==> src/rtl/icache_refill_ctrl.sv <==
`default_nettype none
// ============================================================================
// icache_refill_ctrl : L1 I-cache miss refill sequencer (one outstanding miss)
// Revision 1.0
// ============================================================================
module icache_refill_ctrl #(
  parameter int SIZE_PC     = 32,
  parameter int CACHE_WIDTH = 256,
  parameter int MEM_WIDTH   = 64,
  parameter int BLOCK_BYTES = 32
) (
  input  logic                   clk,
  input  logic                   reset,
  input  logic                   miss_i,
  input  logic [SIZE_PC-1:0]     missAddr_i,
  output logic                   memReqValid_o,
  input  logic                   memReqReady_i,
  output logic [SIZE_PC-1:0]     memReqAddr_o,
  input  logic                   memRespValid_i,
  input  logic [MEM_WIDTH-1:0]   memRespData_i,
  output logic                   wrEnable_o,
  output logic [SIZE_PC-1:0]     wrAddr_o,
  output logic [CACHE_WIDTH-1:0] instBlock_o,
  output logic                   busy_o,
  output logic                   protoErr_o
);

  localparam int BEATS  = CACHE_WIDTH / MEM_WIDTH;
  localparam int BEAT_W = (BEATS > 1) ? $clog2(BEATS) : 1;
  localparam logic [BEAT_W-1:0]  C_LAST_BEAT   = BEAT_W'(BEATS - 1);
  localparam logic [SIZE_PC-1:0] C_OFFSET_MASK = SIZE_PC'(BLOCK_BYTES - 1);

  typedef enum logic [2:0] {
    S_IDLE   = 3'd0,
    S_REQ    = 3'd1,
    S_FILL   = 3'd2,
    S_WRITE  = 3'd3,
    S_SETTLE = 3'd4
  } state_t;

  state_t                   r_state;
  state_t                   w_nextState;
  logic [SIZE_PC-1:0]       r_reqAddr;
  logic [BEAT_W-1:0]        r_beatCnt;
  logic [CACHE_WIDTH-1:0]   r_fillBuf;
  logic [CACHE_WIDTH-1:0]   w_mergedBlock;
  logic [SIZE_PC-1:0]       r_wrAddr;
  logic [CACHE_WIDTH-1:0]   r_instBlock;
  logic                     r_reqValid;
  logic                     r_wrEnable;
  logic                     r_busy;
  logic                     r_protoErr;
  logic                     w_beatAccept;
  logic                     w_lastBeat;

  assign w_beatAccept = (r_state == S_FILL) && memRespValid_i;
  assign w_lastBeat   = w_beatAccept && (r_beatCnt == C_LAST_BEAT);

  always_ff @(posedge clk) begin
    if (reset) begin
      r_state <= S_IDLE;
    end else begin
      r_state <= w_nextState;
    end
  end

  always_comb begin
    w_nextState = r_state;
    case (r_state)
      S_IDLE:   if (miss_i)        w_nextState = S_REQ;
      S_REQ:    if (memReqReady_i) w_nextState = S_FILL;
      S_FILL:   if (w_lastBeat)    w_nextState = S_WRITE;
      S_WRITE:  w_nextState = S_SETTLE;
      S_SETTLE: w_nextState = S_IDLE;
      default:  w_nextState = S_IDLE;
    endcase
  end

  // Current fill buffer with the incoming beat dropped into its slot.
  always_comb begin
    w_mergedBlock = r_fillBuf;
    for (int k = 0; k < BEATS; k++) begin
      if (r_beatCnt == BEAT_W'(k)) begin
        w_mergedBlock[k*MEM_WIDTH +: MEM_WIDTH] = memRespData_i;
      end
    end
  end

  always_ff @(posedge clk) begin
    if (reset) begin
      r_reqAddr   <= '0;
      r_beatCnt   <= '0;
      r_fillBuf   <= '0;
      r_wrAddr    <= '0;
      r_instBlock <= '0;
      r_reqValid  <= 1'b0;
      r_wrEnable  <= 1'b0;
      r_busy      <= 1'b0;
      r_protoErr  <= 1'b0;
    end else begin
      r_reqValid <= (w_nextState == S_REQ);
      r_wrEnable <= (w_nextState == S_WRITE);
      r_busy     <= (w_nextState != S_IDLE);

      if ((r_state == S_IDLE) && miss_i) begin
        r_reqAddr <= missAddr_i & ~C_OFFSET_MASK;
        r_beatCnt <= '0;
      end

      if (w_beatAccept) begin
        r_fillBuf <= w_mergedBlock;
        r_beatCnt <= r_beatCnt + BEAT_W'(1);
      end

      // Fill port is only updated as WRITE is entered, so it holds otherwise.
      if (w_lastBeat) begin
        r_instBlock <= w_mergedBlock;
        r_wrAddr    <= r_reqAddr;
      end

      if (memRespValid_i && (r_state != S_FILL)) begin
        r_protoErr <= 1'b1;
      end
    end
  end

  assign memReqValid_o = r_reqValid;
  assign memReqAddr_o  = r_reqAddr;
  assign wrEnable_o    = r_wrEnable;
  assign wrAddr_o      = r_wrAddr;
  assign instBlock_o   = r_instBlock;
  assign busy_o        = r_busy;
  assign protoErr_o    = r_protoErr;

endmodule
`default_nettype wire

==> config.mk <==
export PLATFORM = sky130hd
export DESIGN_NAME = icache_refill_ctrl
export DESIGN_NICKNAME = d
export VERILOG_FILES = /design/src/rtl/icache_refill_ctrl.sv
export SDC_FILE = /design/constraint.sdc
export NUM_CORES = 1
export LEC_CHECK = 0
export ABC_AREA = 1
export CAP_MARGIN = 30
export CORE_AREA = 2 2 250 228
export CTS_CLUSTER_DIAMETER = 50
export CTS_CLUSTER_SIZE = 10
export DETAILED_ROUTE_END_ITERATION = 8
export DIE_AREA = 0 0 252 230
export PLACE_DENSITY_LB_ADDON = 0.2
export SLEW_MARGIN = 20
export SYNTH_ARGS = -nofsm -noshare
export SYNTH_HDL_FRONTEND = slang
export SYNTH_SLANG_ARGS = --single-unit
==> constraint.sdc <==
create_clock -name clk -period 1.35 [get_ports clk]
set_input_delay 0.405 -clock clk [delete_from_list [all_inputs] [get_ports clk]]
set_output_delay 0.405 -clock clk [all_outputs]
set_load 0.005 [all_outputs]
==> flow_summary.yaml <==
status:
  outcome: "complete, but fails checks"
  violations: "setup timing"
final_layout:
  design_area_mm2: 0.0330
  utilization: 0.597
  drive_gt1_frac: 0.331
  nNetsFinal: 3965
  final_cell_mix: "nand2_1, nor2_1, inv_1"
  final_common_cell: "nand2_1"
  fillCellCount: 5007
  areaGrowthSynthToFinish_pct: 50.2
  stdcell_count: 4588
sta:
  hold-worst-slack_ns: 0.229
  rsz0062_at_grt: "yes"
  fin_crit_sh: 1.14
  fin_setup_tns_ns: -73.87
  fin_worst_skew_ns: 0.0164
  finalWorstSetupSlack_ns: -0.187
  period_needed_ns: 1.54
  max_slew.worst_pin.slew_ns: 0.599
  slew_violations: 0
  relSlewSlack: 0.601
  finalHoldViolations: 0
  setup_viol: 818
  fmax_mhz: 651
drt:
  wl_met1_um: 33900
  wl_um: 76100
  topRoutingLayerUsed: "met4"
  dr.first_iter.drc_count: 1382
  drt_first_pass_iters: 5
  vias: 22300
  ant_nets: 0
  vias_per_cell: 4.86
  route.detailed.wl_per_inst_um: 16.6
  dr_wl_met3_um: 4240
  drcViolationCount: 0
  met2_length_um: 36000
global_route:
  grt_overflow: 0
  grt_pass1_wl_um: 109000
  antenna_found_initial: 1
  grt_max_degree: 89
  grtUsageTotal: 0.232
  grt_pass1_vias: 20100
worst_setup_path:
  crit_type: "reg2reg"
  worstSetupStartpointType: "flip-flop"
  required_ns: 1.88
  critPathCaptureType: "flip-flop"
  cp_max_fo: 10
  crit_arrival_ns: 2.06
synth:
  synthCells: 3380
  ys_seq_area_frac: 0.466
  avgSynthCellArea_um2: 6.49
  synth_area_mm2: 0.0219
  synth.distinct_cells: 20
  yosys_warnings: 0
  ys_ff_latch: 511
floorplan:
  core.rowCount: 82
  io_pins: 425
  die-height_um: 230
  dieArea_mm2: 0.0580
  start_util: 0.398
  fp.dieW_um: 252
  coreArea_mm2: 0.0552
clock_network:
  cts_buffer_depth: 3
  path_clk_slew_ns: 0.06
  cts_hold_buf: 0
  cts-root-buf: "clkbuf_16"
  cts_max_level: 2
  insertion_delay_ns: 0.61
  cts_sinks: 511
  cts_tree: "yes"
  cts_inserted_buffers: 59
placement:
  gp_congestion: 0.789
  dp_slack_ns: -0.385
  hpwl_um: 43000
  dp.cells: 4413
  placed_cell_area_mm2: 0.0279
  numPortBuffers: 409
pwr:
  p_leak_nw: 15.5
  finalPower_mw: 32.6
  p_per_area_mw_per_mm2: 990
  ir_drop_mv: 1.02
hold_path:
  min_path_type: "in2reg"
run:
  maxCapViolations: 0
## what timing repair did
| action | 4_1_cts | 5_1_grt |
|---|---|---|
| resized for setup | 1904 | 289 |
| gates cloned | 18 | 38 |
| buffers inserted | 37 | 10 |
| endpoints found under the setup margin | 819 | 821 |
| pin swaps | 33 | 74 |
## flip-flops by register name, summed over array words and instances, names as in the netlist
register,flops
memReqValid_o,1
r_state,3
wrEnable_o,1
protoErr_o,1
r_beatCnt,2
instBlock_o,256
memReqAddr_o,27
r_fillBuf,192
wrAddr_o,27
busy_o,1
## metal layers
| metal | vias up | global-route usage |
|---|---|---|
| li1 | 11200 | - |
| met1 | 10400 | 0.309 |
| met2 | 628 | 0.385 |
| met3 | 128 | 0.0374 |
| met4 | 0 | 0.0706 |
| met5 | - | 0 |
## path summary, 6_finish.rpt
kind / startpoint / endpoint / slack [ns] / depth (start not counted)
worst min register to register: r_fillBuf[131] / r_fillBuf[131] / 0.46 / 2
worst max register to register: r_beatCnt[0] / r_fillBuf[94] / -0.19 / 8
worst max-delay path: r_beatCnt[0] / r_fillBuf[94] / -0.19 / 8
worst min-delay path: reset / r_fillBuf[130] / 0.23 / 3
## synthesized netlist by cell type
cell type / n / area share
nand2_1: 988 / 0.17
nor2_1: 702 / 0.12
dfxtp_1: 511 / 0.47
inv_1: 420 / 0.072
a21oi_1: 411 / 0.094
buf_2: 105 / 0.024
clkbuf_1: 86 / 0.015
nand4_1: 64 / 0.018
buf_1: 35 / 0.0060
nand3_1: 31 / 0.0071
buf_4: 10 / 0.0034
ha_1: 4 / 0.0023
inv_2: 3 / 0.00051
o21ai_0: 3 / 0.00068
nor2_2: 2 / 0.00057
conb_1: 1 / 0.00017
nand3_2: 1 / 0.00046
nand4_2: 1 / 0.00057
nor2_4: 1 / 0.00051
nor3_1: 1 / 0.00023
## layout make-up
cell class,instances,area (µm²),area share
antenna,1,2.50,0.0000759
clock buffer,69,1600,0.0484
clock inverter,5,75.1,0.00228
inverter,423,1600,0.0485
multi-input combinational,2219,11000,0.333
sequential,511,10600,0.322
tap,714,893,0.0271
timing repair buffer,646,7200,0.218
## critical path, cell delays in order, from the launching register on
cell     delay, ns
dfxtp_4       0.39
buf_6         0.11
ha_4          0.19
buf_12        0.17
buf_16        0.15
nor2_1        0.05
a21oi_1       0.16
nand2_1       0.10
a21oi_2       0.13
## cell families after synthesis
kind of cell / Yosys count / synth area share
adders and majority gates: 4 / 0.00228
other: 1 / 0.000171
DFF: 511 / 0.466
AOI/OAI and AO/OA: 414 / 0.0944
and+or+nand+nor: 1791 / 0.317
buffers and inverters: 659 / 0.120
## power by group
part	switching, mW	internal, mW
combinational	1.55	1.15
sequential	0.0681	15.2
clock	6.11	8.53
No activity file was read; power rests on OpenSTA's default activity.
